### src/rtl/br_resolve_unit_if.sv
// Bundles the branch CDB, dispatch allocation, commit handshake and redirect/perf
// signals of br_resolve_unit. The slave modport is the resolve unit's own view.
interface br_resolve_unit_if #(
  parameter int ROB_DEPTH = 16
);
  localparam int ROB_IDX_W = $clog2(ROB_DEPTH);

  logic                 br_cdb_valid;
  logic [ROB_IDX_W-1:0] br_cdb_rob_id;
  logic                 br_cdb_miss_predict;
  logic [31:0]          br_cdb_target_address;
  logic                 alloc_valid;
  logic [ROB_IDX_W-1:0] alloc_rob_id;
  logic                 commit_valid;
  logic [ROB_IDX_W-1:0] commit_rob_id;
  logic                 commit_ready;
  logic                 backend_flush;
  logic                 redirect_valid;
  logic [31:0]          redirect_pc;
  logic [31:0]          perf_br_commit_cnt;
  logic [31:0]          perf_flush_cnt;

  modport master (
    output br_cdb_valid, br_cdb_rob_id, br_cdb_miss_predict, br_cdb_target_address,
    output alloc_valid, alloc_rob_id, commit_valid, commit_rob_id,
    input  commit_ready, backend_flush, redirect_valid, redirect_pc,
    input  perf_br_commit_cnt, perf_flush_cnt
  );

  modport slave (
    input  br_cdb_valid, br_cdb_rob_id, br_cdb_miss_predict, br_cdb_target_address,
    input  alloc_valid, alloc_rob_id, commit_valid, commit_rob_id,
    output commit_ready, backend_flush, redirect_valid, redirect_pc,
    output perf_br_commit_cnt, perf_flush_cnt
  );
endinterface

### src/rtl/br_resolve_unit.sv
// Branch resolution table fed by the branch CDB; gates branch retirement at the
// ROB head and turns a committed mispredict into a flush/redirect plus recovery.
module br_resolve_unit #(
  parameter int ROB_DEPTH      = 16,
  parameter int RECOVER_CYCLES = 2
) (
  input logic             clk,
  input logic             rst,
  br_resolve_unit_if.slave bus
);
  typedef enum logic [1:0] {IDLE = 2'd0, FLUSH = 2'd1, RECOVER = 2'd2} state_e;

  state_e                 state_q, state_d;
  logic [3:0]             rcnt_q, rcnt_d;
  logic [ROB_DEPTH-1:0]   resolved_q, resolved_d;
  logic [ROB_DEPTH-1:0]   mispred_q, mispred_d;
  logic [31:0]            target_q [ROB_DEPTH];
  logic [31:0]            target_d [ROB_DEPTH];
  logic                   flush_q, flush_d;
  logic [31:0]            redirect_pc_q, redirect_pc_d;
  logic [31:0]            br_cnt_q, br_cnt_d;
  logic [31:0]            flush_cnt_q, flush_cnt_d;

  logic                   bypass;
  logic                   hit;
  logic                   hit_mispred;
  logic [31:0]            hit_target;
  logic                   commit_ready;
  logic                   fire;

  // A result landing on the bus in the same cycle the branch reaches the head counts as resolved
  always_comb begin
    bypass       = bus.br_cdb_valid && (bus.br_cdb_rob_id == bus.commit_rob_id);
    hit          = resolved_q[bus.commit_rob_id] || bypass;
    hit_mispred  = bypass ? bus.br_cdb_miss_predict   : mispred_q[bus.commit_rob_id];
    hit_target   = bypass ? bus.br_cdb_target_address : target_q[bus.commit_rob_id];
    commit_ready = !rst && bus.commit_valid && hit && (state_q == IDLE);
    fire         = bus.commit_valid && commit_ready;
  end

  always_comb begin
    resolved_d = resolved_q;
    mispred_d  = mispred_q;
    target_d   = target_q;
    if (state_q == FLUSH) begin
      resolved_d = '0;
    end else begin
      if (bus.br_cdb_valid) begin
        resolved_d[bus.br_cdb_rob_id] = 1'b1;
        mispred_d[bus.br_cdb_rob_id]  = bus.br_cdb_miss_predict;
        target_d[bus.br_cdb_rob_id]   = bus.br_cdb_target_address;
      end
      // Allocation is ordered after the CDB write so a same-index collision leaves it unresolved
      if (bus.alloc_valid) begin
        resolved_d[bus.alloc_rob_id] = 1'b0;
      end
      if (fire && !hit_mispred) begin
        resolved_d[bus.commit_rob_id] = 1'b0;
      end
    end
  end

  always_comb begin
    state_d       = state_q;
    rcnt_d        = rcnt_q;
    flush_d       = 1'b0;
    redirect_pc_d = redirect_pc_q;
    br_cnt_d      = br_cnt_q;
    flush_cnt_d   = flush_cnt_q;
    case (state_q)
      IDLE: begin
        if (fire) begin
          br_cnt_d = br_cnt_q + 32'd1;
          if (hit_mispred) begin
            state_d       = FLUSH;
            flush_d       = 1'b1;
            redirect_pc_d = hit_target;
            flush_cnt_d   = flush_cnt_q + 32'd1;
          end
        end
      end
      FLUSH: begin
        state_d = RECOVER;
        rcnt_d  = 4'(RECOVER_CYCLES - 1);
      end
      RECOVER: begin
        if (rcnt_q == 4'd0) begin
          state_d = IDLE;
        end else begin
          rcnt_d = rcnt_q - 4'd1;
        end
      end
      default: begin
        state_d = IDLE;
      end
    endcase
  end

  always_ff @(posedge clk) begin
    if (rst) begin
      state_q       <= IDLE;
      rcnt_q        <= 4'd0;
      resolved_q    <= '0;
      flush_q       <= 1'b0;
      redirect_pc_q <= 32'd0;
      br_cnt_q      <= 32'd0;
      flush_cnt_q   <= 32'd0;
    end else begin
      state_q       <= state_d;
      rcnt_q        <= rcnt_d;
      resolved_q    <= resolved_d;
      flush_q       <= flush_d;
      redirect_pc_q <= redirect_pc_d;
      br_cnt_q      <= br_cnt_d;
      flush_cnt_q   <= flush_cnt_d;
    end
  end

  // Payload fields are only meaningful while resolved is set, so they carry no reset
  always_ff @(posedge clk) begin
    mispred_q <= mispred_d;
    target_q  <= target_d;
  end

  assign bus.commit_ready       = commit_ready;
  assign bus.backend_flush      = flush_q;
  assign bus.redirect_valid     = flush_q;
  assign bus.redirect_pc        = redirect_pc_q;
  assign bus.perf_br_commit_cnt = br_cnt_q;
  assign bus.perf_flush_cnt     = flush_cnt_q;
endmodule

### src/flat_wrapper.sv
// flat-port wrapper written by rule: the top's interface ports become plain ports
module br_resolve_unit_flat 
#(
  parameter int ROB_DEPTH      = 16,
  parameter int RECOVER_CYCLES = 2
)
  (clk, rst, bus_br_cdb_valid, bus_br_cdb_rob_id, bus_br_cdb_miss_predict, bus_br_cdb_target_address, bus_alloc_valid, bus_alloc_rob_id, bus_commit_valid, bus_commit_rob_id, bus_commit_ready, bus_backend_flush, bus_redirect_valid, bus_redirect_pc, bus_perf_br_commit_cnt, bus_perf_flush_cnt);
  br_resolve_unit_if #(.ROB_DEPTH(ROB_DEPTH)) bus_i ();
  input logic clk;
  input logic rst;
  input wire logic [$bits(bus_i.br_cdb_valid)-1:0] bus_br_cdb_valid;
  input wire logic [$bits(bus_i.br_cdb_rob_id)-1:0] bus_br_cdb_rob_id;
  input wire logic [$bits(bus_i.br_cdb_miss_predict)-1:0] bus_br_cdb_miss_predict;
  input wire logic [$bits(bus_i.br_cdb_target_address)-1:0] bus_br_cdb_target_address;
  input wire logic [$bits(bus_i.alloc_valid)-1:0] bus_alloc_valid;
  input wire logic [$bits(bus_i.alloc_rob_id)-1:0] bus_alloc_rob_id;
  input wire logic [$bits(bus_i.commit_valid)-1:0] bus_commit_valid;
  input wire logic [$bits(bus_i.commit_rob_id)-1:0] bus_commit_rob_id;
  output wire logic [$bits(bus_i.commit_ready)-1:0] bus_commit_ready;
  output wire logic [$bits(bus_i.backend_flush)-1:0] bus_backend_flush;
  output wire logic [$bits(bus_i.redirect_valid)-1:0] bus_redirect_valid;
  output wire logic [$bits(bus_i.redirect_pc)-1:0] bus_redirect_pc;
  output wire logic [$bits(bus_i.perf_br_commit_cnt)-1:0] bus_perf_br_commit_cnt;
  output wire logic [$bits(bus_i.perf_flush_cnt)-1:0] bus_perf_flush_cnt;
  assign bus_i.br_cdb_valid = bus_br_cdb_valid;
  assign bus_i.br_cdb_rob_id = bus_br_cdb_rob_id;
  assign bus_i.br_cdb_miss_predict = bus_br_cdb_miss_predict;
  assign bus_i.br_cdb_target_address = bus_br_cdb_target_address;
  assign bus_i.alloc_valid = bus_alloc_valid;
  assign bus_i.alloc_rob_id = bus_alloc_rob_id;
  assign bus_i.commit_valid = bus_commit_valid;
  assign bus_i.commit_rob_id = bus_commit_rob_id;
  assign bus_commit_ready = bus_i.commit_ready;
  assign bus_backend_flush = bus_i.backend_flush;
  assign bus_redirect_valid = bus_i.redirect_valid;
  assign bus_redirect_pc = bus_i.redirect_pc;
  assign bus_perf_br_commit_cnt = bus_i.perf_br_commit_cnt;
  assign bus_perf_flush_cnt = bus_i.perf_flush_cnt;
  br_resolve_unit #(.ROB_DEPTH(ROB_DEPTH), .RECOVER_CYCLES(RECOVER_CYCLES)) u_core (.clk(clk), .rst(rst), .bus(bus_i));
endmodule
### config.mk
export PLATFORM = sky130hd
export DESIGN_NAME = br_resolve_unit_flat
export DESIGN_NICKNAME = d
export VERILOG_FILES = /design/src/rtl/br_resolve_unit_if.sv /design/src/rtl/br_resolve_unit.sv /design/src/flat_wrapper.sv
export SDC_FILE = /design/constraint.sdc
export NUM_CORES = 1
export LEC_CHECK = 0
export ABC_AREA = 1
export BUFFER_PORTS_ARGS = -buffer_cell sky130_fd_sc_hd__buf_2
export CAP_MARGIN = 5
export CORE_MARGIN = 2
export CORE_UTILIZATION = 44
export DETAILED_ROUTE_END_ITERATION = 10
export MAX_ROUTING_LAYER = met4
export REMOVE_ABC_BUFFERS = 1
export SLEW_MARGIN = 20
export SYNTH_ARGS = -nofsm -noshare
export SYNTH_HDL_FRONTEND = slang
export SYNTH_SLANG_ARGS = --single-unit
export TNS_END_PERCENT = 100
### constraint.sdc
create_clock -name clk -period 5.2 [get_ports clk]
set_input_delay 1.04 -clock clk [delete_from_list [all_inputs] [get_ports clk]]
set_output_delay 1.04 -clock clk [all_outputs]
set_load 0.02 [all_outputs]
After elaboration in Yosys (flattened, before gate mapping) --
Cells that the tools add are included.
Word-level totals: bits in registers 647, input port bits 50, logic and storage cells 107
Operators by class: mux-type cells 31, equality and inequality tests 7, reductions and logical operators 23, bitwise logic cells 10, $lt $le $gt $ge 9, add/sub/neg operators 3
Operators by type and width (number):
- bitwise mux 512 bit | 1
- binary-select mux 32 bit (select 4 bit) | 1
- demux 32 bit (select 4 bit) | 1
- two-way mux 32 bit | 4
- two-way mux 16 bit | 5
- adder 32 x 1 -> 32 bit (second input constant) | 2
- bitwise AND 16 bit | 2
- NOT 16 bit | 2
- bitwise mux 16 bit | 1
- bitwise OR 16 bit | 1
- less-than comparator 4 x 5 -> 1 bit (second input constant) | 3
- demux 1 bit (select 4 bit) | 3
- >= comparator 4 x 1 -> 1 bit (second input constant) | 3
- >= comparator 5 bit (second input constant) | 2
- logical AND 1 bit | 10
- NOT 4 -> 5 bit | 2
- binary-select mux 1 bit (select 4 bit) | 2
- one-hot mux 4 bit (2 select lines) | 1
- two-way mux 1 bit | 7
- two-way mux 2 bit | 3
- != test 2 x 1 -> 1 bit (second input constant) | 3
- one-hot mux 2 bit (3 select lines) | 1
- AND reduction 2 bit | 3
- AND reduction 3 bit | 2
- other kinds (15) | 18

Depth between registers and ports, before layout --
Gate-level depths: netlist of run 1.
depth after elaboration 12, mapped depth 16

Worst setup path after synthesis of run 1 --
No wires, ideal clock.
kind input -> register, from in bus_br_cdb_valid, to reg u_core.mispred_q[4], enable pin, stages 3, arrival 4.728 ns, setup slack -0.034 ns, buffers on the path 1, cell sequence clkbuf_1 -> nand2_1 -> nor4_1
Between the ends: word-level cells in the longest chain between the ends 1
RTL lines:
- start, declared | line flat_wrapper.sv:11 | input wire logic [$bits(bus_i.br_cdb_valid)-1:0] bus_br_cdb_valid;
- AND reduction 2 bit (no line)
- end signal, assigned | line br_resolve_unit.sv:121 | mispred_q <= mispred_d;
- end, declared | line br_resolve_unit.sv:16 | logic [ROB_DEPTH-1:0] mispred_q, mispred_d;
No other way between the ends. A chain may end at the register's enable or synchronous reset.

Worst setup path in the final report of run 1 --
from in bus_commit_rob_id[0], to out bus_commit_ready
Between the ends: word-level cells in the longest chain between the ends 5, elaborated cells between the ends (all ways) 7, classes of those cells 1 x eq/ne; 2 x mux; 4 x reduce/logical
RTL lines:
- start, declared | line flat_wrapper.sv:18 | input wire logic [$bits(bus_i.commit_rob_id)-1:0] bus_commit_rob_id;
- binary-select mux 1 bit (select 4 bit) or == test 4 bit (tied branches) | line br_resolve_unit.sv:34, br_resolve_unit.sv:33
- two-way mux 1 bit (not written as such) or logical AND 1 bit (tied branches) | line br_resolve_unit.sv:34, br_resolve_unit.sv:33
- logical OR 1 bit * | line br_resolve_unit.sv:34 | hit = resolved_q[bus.commit_rob_id] || bypass;
- logical AND 1 bit * (2 in series) | line br_resolve_unit.sv:37 | commit_ready = !rst && bus.commit_valid && hit && (state_q == IDLE);
- end, declared | line flat_wrapper.sv:19 | output wire logic [$bits(bus_i.commit_ready)-1:0] bus_commit_ready;
Mark *: on every way between the ends. The rest lies on a longest branch, timed or not. The select of a mux whose other input is x is not followed.

==> results list, run 1 <==
* Number of nets with antenna violations after routing: 0
- Die Span X: 254 um
* Global Route Usage Sum: 0.251
- Flops & latches, synth: 647
* P_leak: 0.0117 uW
- Once the clock tree was built, the setup fixing pass inserted 0 buffers.
- The most used flip-flop cell after synthesis is sky130_fd_sc_hd__edfxtp_1.
- Ratio of final minimum period to clock period: 0.719
- Core Footprint: 0.0617 mm^2
- The min-delay analysis places its worst path in the category reg2reg.
- The most numerous cell type found on the critical path is sky130_fd_sc_hd__nand2_1.
- Final-report hold violation count: 0
* Critical path fanouts, max: 63
* Worst reg2reg setup slack: 2.81 ns
- Source-to-sink clock delay at the later pin of the worst-skew pair: 0.62 ns
* Met1 Resource Use GR: 0.331
- Setup violations remaining at the end of the flow were counted as 0.
* Final worst setup slack: 1.46 ns
* Count of maximum capacitance violations: 0
* Largest clock skew in the final design: 0.0276 ns
* Cts bufs inserted: 71
- Count of port buffers added during placement: 148
- The area growth from synthesis to layout is 14.4%.
* Relative contribution of sequential cells to total power: 0.507
- After the first detailed-routing iteration, the DRC count stood at 1882.
- Initial antenna violation count: 5
- # H-tree levels: 3
- Cts hold-fix bufs: 0
* Clock edge transition at the registers on the reported setup and hold paths: 0.06 ns
- The critical path contains buffers and inverters numbering 3 combined.
- After detailed routing, the number of vias per cell comes to 5.38.
* Average wire length per cell after detail routing: 20.8 um
* Number of warnings issued by yosys: 0
- The run finished with clean final reports.
* Layout cells sized above 1: 0.115
- Of the total power, the share spent switching nets is 0.226.
* Max-slew headroom: 0.252
* Wire length of the first global-routing pass: 118 mm
- Number of nets at the end of the flow: 2931
- Synth top area cells: sky130_fd_sc_hd__edfxtp_1, sky130_fd_sc_hd__nand2_1, sky130_fd_sc_hd__dfxtp_1
- STA puts the critical path data required time at 4.16 ns.
* Seq/Total Area, Yosys: 0.664
- In the synthesized netlist, the number of instances is 2757.
- The worst setup path is of the in2out kind.
- VDD sags by at most 307 uV.
* Vias after detailed routing: 20.3k
* Remaining global-route overflow: 0
- The internal power of the cells totals 8720 uW.
- For this run, global-route usage on met3 was measured as 0.0381.
* RSZ-0062 raised after global routing: no
* Num rows: 91
* Worst slack at placement: 1.25 ns
- In the global route stage, met2 resource usage came out at 0.405.
- The die is 254 um tall.
- Cells traversed along the worst timing path: buf_6 > inv_2 > nand2_1 > nand2_1 > nor2_1 > nand3_2 > nand2_1 > nor2_2 > nor2_4 > buf_2
- Combinational cell fraction of total power: 0.055
* Final cell utilization of the core: 0.509
* CTS root buffer: sky130_fd_sc_hd__clkbuf_16
* Kind of start point of the critical path: input pin
- Area fraction of the dominant cell type after synthesis: 0.577
* Netlist cell types: 31
* Final Instance Area: 0.0314 mm^2
- The smallest clock period supported by the final layout is computed as 3.74 ns.
- The synthesized design spends more area on one cell type than any other, namely sky130_fd_sc_hd__edfxtp_1.
- In this run the power density over the cells is 358 mW/mm^2.
* Slowest cell on the critical path: sky130_fd_sc_hd__buf_6
- The cell area that synthesis handed to floorplanning was 0.0275 mm^2.
- At the end of routability-driven placement, the weighted congestion stood at 0.856.
* Critical Path AT: 2.70 ns
* Crit path capture type: primary output
* Initial standard-cell utilization of the core: 0.445
* Most used standard cells in the synthesized netlist: sky130_fd_sc_hd__nand2_1, sky130_fd_sc_hd__edfxtp_1, sky130_fd_sc_hd__nand3_1
- Broken down by cell family, the worst path's largest delay share belongs to buffers and inverters.
- For this run, asynchronously set or reset flops after synthesis account for 0.
* Measured slew at the worst slew-check pin: 1.12 ns
* Drt first pass iters: 5
* HPWL Detailed: 41.3 mm
* Max clock buf depth: 3
- In this run the cell area measured after placement is 0.0291 mm^2.
- Maximum clock frequency: 268 MHz
- Entering global routing, the biggest net connects 110 pins.
* Sum of negative setup slack: 0 ns
* Count leader, synth: sky130_fd_sc_hd__nand2_1
- Area of the die: 0.0644 mm^2
- The average instance in the mapped netlist occupies 9.96 um^2.
- The number of global-route vias before repair is 19.4k.
- For this block, the routed nets add up to 78.7 mm of wire.
- Number of flops mapped to enable cells by yosys: 528
- For this run, design rule violations remaining after detail routing come to 0.
- Number of top-level pins: 149
* Net Sw Power: 2540 uW
* Final Slew Violations: 0
- Quantity of gates resized following cts: 0
- CTS saw 647 sinks.
- CTS tree: yes
* Clock power frac: 0.438
- On the worst path, the slowest cell contributes a delay of 0.47 ns.
* Grt peak-use layer: met2
state kept, by name, summed over array words and instances, names as in the netlist:
register	cells
u_core.target_q	512
u_core.bus.perf_br_commit_cnt	32
u_core.bus.perf_flush_cnt	32
u_core.bus.redirect_pc	32
u_core.mispred_q	16
u_core.resolved_q	16
u_core.rcnt_q	4
u_core.state_q	2
u_core.bus.backend_flush	1
metal layers:
layer  routed length, um  part of all wire  vias to the layer above
met5                   0                 0                        -
met4                1940             0.025                        0
met3                5290             0.067                      133
met2               37600              0.48                      705
met1               33800              0.43                     9926
li1                    -                 -                     9580
area by class of cell:
type                            count  area [um^2]
Fill cell                        5661        30300
Sequential cell                   647        18200
Multi-Input combinational cell   1872         8370
Clock buffer                      107         2070
Timing Repair Buffer              189         1090
Tap cell                          837         1050
Inverter                           97          364
Clock inverter                     24          235
Antenna cell                        5         12.5
worst register-to-register path, stage by stage, from the launching register on:
cell and delay [ns]:
sky130_fd_sc_hd__dfxtp_1 0.31, sky130_fd_sc_hd__inv_1 0.05, sky130_fd_sc_hd__o21ai_0 0.22, sky130_fd_sc_hd__nand2_1 0.08, sky130_fd_sc_hd__nand2_1 0.08, sky130_fd_sc_hd__nand2_1 0.05
sky130_fd_sc_hd__nand2_1 0.12, sky130_fd_sc_hd__nor2_2 0.07, sky130_fd_sc_hd__nor2_4 0.12, sky130_fd_sc_hd__buf_4 0.77, sky130_fd_sc_hd__nand3_1 0.24, sky130_fd_sc_hd__nand2_1 0.11
sky130_fd_sc_hd__nor2_1 0.04
power by group through the flow:
stage          clock network [uW]  registers [uW]  logic, uW
6_report                     4930            5710        618
5_1_grt                      5200            5720        683
4_1_cts                      5010            5710        620
3_5_place_dp                    0            5820        618
3_3_place_gp                    0            5820        612
2_1_floorplan                   0            5830        298
cell usage in the layout (no fill, tap or decap), types with 6 or more instances in the layout:
cell type                   count
sky130_fd_sc_hd__a21oi_1       91
sky130_fd_sc_hd__a31oi_1        6
sky130_fd_sc_hd__buf_2        146
sky130_fd_sc_hd__buf_4         39
sky130_fd_sc_hd__clkbuf_1      22
sky130_fd_sc_hd__clkbuf_16     73
sky130_fd_sc_hd__clkbuf_8      12
sky130_fd_sc_hd__clkinv_2       9
sky130_fd_sc_hd__dfxtp_1      119
sky130_fd_sc_hd__edfxtp_1     528
sky130_fd_sc_hd__inv_1         90
sky130_fd_sc_hd__inv_2          6
sky130_fd_sc_hd__nand2_1     1073
sky130_fd_sc_hd__nand3_1      221
sky130_fd_sc_hd__nand3b_1       7
sky130_fd_sc_hd__nand4_1       93
sky130_fd_sc_hd__nor2_1       207
sky130_fd_sc_hd__nor2_4         9
sky130_fd_sc_hd__nor3_1        22
sky130_fd_sc_hd__nor3_2        12
sky130_fd_sc_hd__o21ai_0       38
sky130_fd_sc_hd__o21bai_1      20
sky130_fd_sc_hd__xnor2_1       17
sky130_fd_sc_hd__xor2_1        35
through the flow:
stage / hold WS [ns] / std cells / total power [uW]
5_1_grt: 0.483 / 3778 / 11600
2_1_floorplan: 0.433 / 2616 / 6120
4_1_cts: 0.465 / 3773 / 11300
6_report: 0.463 / 3778 / 11300
3_5_place_dp: 0.456 / 3642 / 6440
3_3_place_gp: 0.448 / 3642 / 6430
final timing paths:
check,startpoint,to,cells after the start
worst max register to register,u_core.resolved_q[0],u_core.bus.perf_flush_cnt[0],12
worst min register to register,u_core.rcnt_q[1],u_core.rcnt_q[1],2
worst max-delay path,bus_commit_rob_id[0],bus_commit_ready,10
worst min-delay path,u_core.rcnt_q[1],u_core.rcnt_q[1],2
cells by family (layout without fill, tap and decap cells):
| kind of cell | after synthesis | after routing | synth area share |
|---|---|---|---|
| compound gates | 162 | 162 | 0.0329 |
| fa+ha+maj | 3 | 3 | 0.00137 |
| other cells | 0 | 5 | 0 |
| simple gates | 1655 | 1655 | 0.249 |
| xor+xnor | 52 | 52 | 0.0166 |
| buf+inv | 238 | 417 | 0.0359 |
| flops | 647 | 647 | 0.664 |
Power figures use the tool's default switching activity.
==> run 2, diff against run 1 <==
- clock period: 5.2 -> 3.25 ns (I/O delays scaled with it)
==> results list, run 2 (synthesized netlist as in run 1, its figures left out) <==
* Outcome: complete, no violations
- End of the worst register-to-register path: u_core.bus.perf_br_commit_cnt[26]
- Sequential standard cell area: 0.0182 mm^2
- The count of nets left with antenna violations once routing finished came out at 0.
- Maximum clock frequency: 374 MHz
- Summed over all layers, the global routing overflow is 0.
* Crit path capture type: primary output
- Summed over all cells, the static leakage comes to 0.0118 uW.
- Endpoint of the worst hold-timing path: u_core.rcnt_q[3]
- DRC: 0
- Standard cell area after detailed placement: 0.0294 mm^2
- Post-CTS repair changed the size of 0 cells.
- The worst path in the final design needs a cycle of 2.68 ns, including I/O delays and setup.
- Cells traversed along the worst timing path: buf_6 > inv_2 > nand2_1 > nand2_1 > nor2_1 > nand3_2 > nand2_1 > nor2_2 > nor2_4 > buf_2
- Setup violations remaining at the end of the flow were counted as 0.
- For the worst flop-to-flop path, the logic depth is 9.
- Kind of start point of the critical path: input pin
- The most numerous cell type found on the critical path is sky130_fd_sc_hd__nand2_1.
* Startpoint of the worst register-to-register path: u_core.bus.perf_br_commit_cnt[1]
* CTS root buffer: sky130_fd_sc_hd__clkbuf_16
- Vias in the first global route: 19.3k
- After floorplanning, the core was divided into 91 placement rows.
* Max clock buf depth: 3
* Most common cell after layout, fill and taps aside: sky130_fd_sc_hd__nand2_1
- Final-report hold violation count: 0
- After clock tree synthesis, the clock-pin slew on the worst setup and hold paths is 0.05 ns.
- Overall power consumption after layout is estimated at 18100 uW.
- Final routed wirelength across all metal layers: 78.0 mm
* Area growth from synthesis to layout: 15.5%
- 149 I/O pins were placed.
- Cts bufs inserted: 69
* CTS tree: yes
- Dividing the detail-routed via count by the number of cells gives 5.38.
- Largest net degree at the start of global routing: 116
- Commonest non-fill, non-tap cells in the layout: sky130_fd_sc_hd__nand2_1, sky130_fd_sc_hd__edfxtp_1, sky130_fd_sc_hd__nand3_1, sky130_fd_sc_hd__nor2_1, sky130_fd_sc_hd__buf_2
- Critical Path AT: 2.03 ns
- Power spread over the standard cell area amounts to 571 mW/mm^2.
- The pre-antenna-repair detailed-routing pass consisted of 6 iterations.
* RD Place Congestion: 0.883
- Core Footprint: 0.0617 mm^2
* Measured slew at the worst slew-check pin: 0.791 ns
* Slowest cell on the critical path: sky130_fd_sc_hd__buf_2
- The register with the most flip-flops in the layout has 512 of them.
- Number of nets at the end of the flow: 2933
- # H-tree levels: 3
- Post-CTS setup-driven buffer insertion count: 0
* Vertical extent of the die: 254 um
* Worst slack at placement: 0.595 ns
- Setup Crit Path Kind: in2out
* Global Route Usage Sum: 0.249
* Initial antenna violation count: 4
- Final Instance Area: 0.0317 mm^2
- The number of placed instances, taps included, is 3646.
- Hold Startpoint: rst
* Largest clock skew in the final design: 0.0299 ns
- For this run, global-route usage on met3 was measured as 0.0383.
- Across all register-to-register paths, the minimum setup slack is 1.09 ns.
* HPWL Detailed: 40.4 mm
* Area of the die: 0.0644 mm^2
- Ratio of final minimum period to clock period: 0.824
- Count of port buffers added during placement: 148
* WP buf/inv: 3
- Layout cells sized above 1: 0.114
- Summing all multi-input logic gate instances after layout gives 0.00837 mm^2.
- For this run, global-route usage on met2 was measured as 0.404.
- Wire length of the first global-routing pass: 117 mm
- The cell family contributing the most delay on the critical path is simple AND/OR/NAND/NOR gates.
- At the end of the flow the core is filled with cells to 0.514.
- Max-cap violations in this run came to 0.
- The initial utilization of the core area, before any placement, comes to 0.445.
- The number of max-slew violations in the final report came to 0.
- The count of cells in the finished layout, fillers not included, comes to 3778.
* Initial drt markers: 1892
* Cts hold-fix bufs: 0
- Across the VDD grid, the largest voltage drop is 476 uV.
- RSZ-0062 raised after global routing: no
- Measured against its own limit, the worst slew margin works out to 0.471.
- In the final routed layout, each cell accounts on average for 20.6 um.
- Delay of the slowest cell on the worst path: 0.22 ns
* Worst Path Required: 2.60 ns
* Tightest Hold Check Type: in2reg
- Grt peak-use layer: met2
* Crit path depth: 10
- In the global route stage, met1 resource usage came out at 0.329.
- Counting flops per register, the top entry is u_core.target_q.
- The routed layout has 20.3k vias.
- Critical path fanouts, max: 17
- Fillers: 5566
* Final worst setup slack: 0.573 ns
- Sink count of the clock tree: 647
* Hold Path Depth: 2
* Die Span X: 254 um
- Source-to-sink clock delay at the later pin of the worst-skew pair: 0.63 ns
## run 2: final cells by class
class	count	share of cell area
inverter	97	0.0115
sequential	647	0.575
tap	837	0.0330
multi-input combinational	1872	0.264
timing repair buffer	193	0.0439
antenna	4	0.000316
clock buffer	92	0.0601
clock inverter	36	0.0124
## run 2: how the worst max path moves through the flow
stage | start | slack (ns) | to
after detailed placement | bus_commit_rob_id[0] | 0.60 | u_core.bus.redirect_pc[24]
final | bus_commit_rob_id[0] | 0.57 | bus_commit_ready
after global routing | bus_commit_rob_id[0] | 0.41 | bus_commit_ready
after global placement | bus_commit_rob_id[0] | 0.62 | bus_commit_ready
after floorplan | bus_commit_rob_id[1] | -3.12 | u_core.bus.perf_flush_cnt[1]
after CTS | bus_commit_rob_id[0] | 0.58 | bus_commit_ready
## run 2: through the flow
step / TNS, ns / hold slack, ns
detailed placement: 0 / 0.461
CTS: 0 / 0.303
global route: 0 / 0.308
global placement: 0 / 0.448
floorplan: -603.87 / 0.433
finish: 0 / 0.319
## run 2: report_power, final
part	switching [uW]	total [uW]	internal, uW
sequential	38.0	9140	9100
clock	3310	7950	4640
combinational	754	1010	256
## run 2: worst register-to-register path, stage by stage, from the launching register on
cell and delay (ns):
sky130_fd_sc_hd__dfxtp_1 0.45, sky130_fd_sc_hd__ha_1 0.25, sky130_fd_sc_hd__nand3_1 0.24, sky130_fd_sc_hd__nor2_1 0.28, sky130_fd_sc_hd__nand3_1 0.22, sky130_fd_sc_hd__nor2_1 0.20, sky130_fd_sc_hd__nand2_1 0.11, sky130_fd_sc_hd__xnor2_1 0.15
sky130_fd_sc_hd__nand2_1 0.07, sky130_fd_sc_hd__a21oi_1 0.13
## run 2: layer usage
metal | wire length [um] | vias up | part of all wire
met1 | 33800 | 9923 | 0.43
met2 | 37400 | 724 | 0.48
met5 | 0 | - | 0
met3 | 5200 | 117 | 0.067
li1 | - | 9570 | -
met4 | 1640 | 0 | 0.021
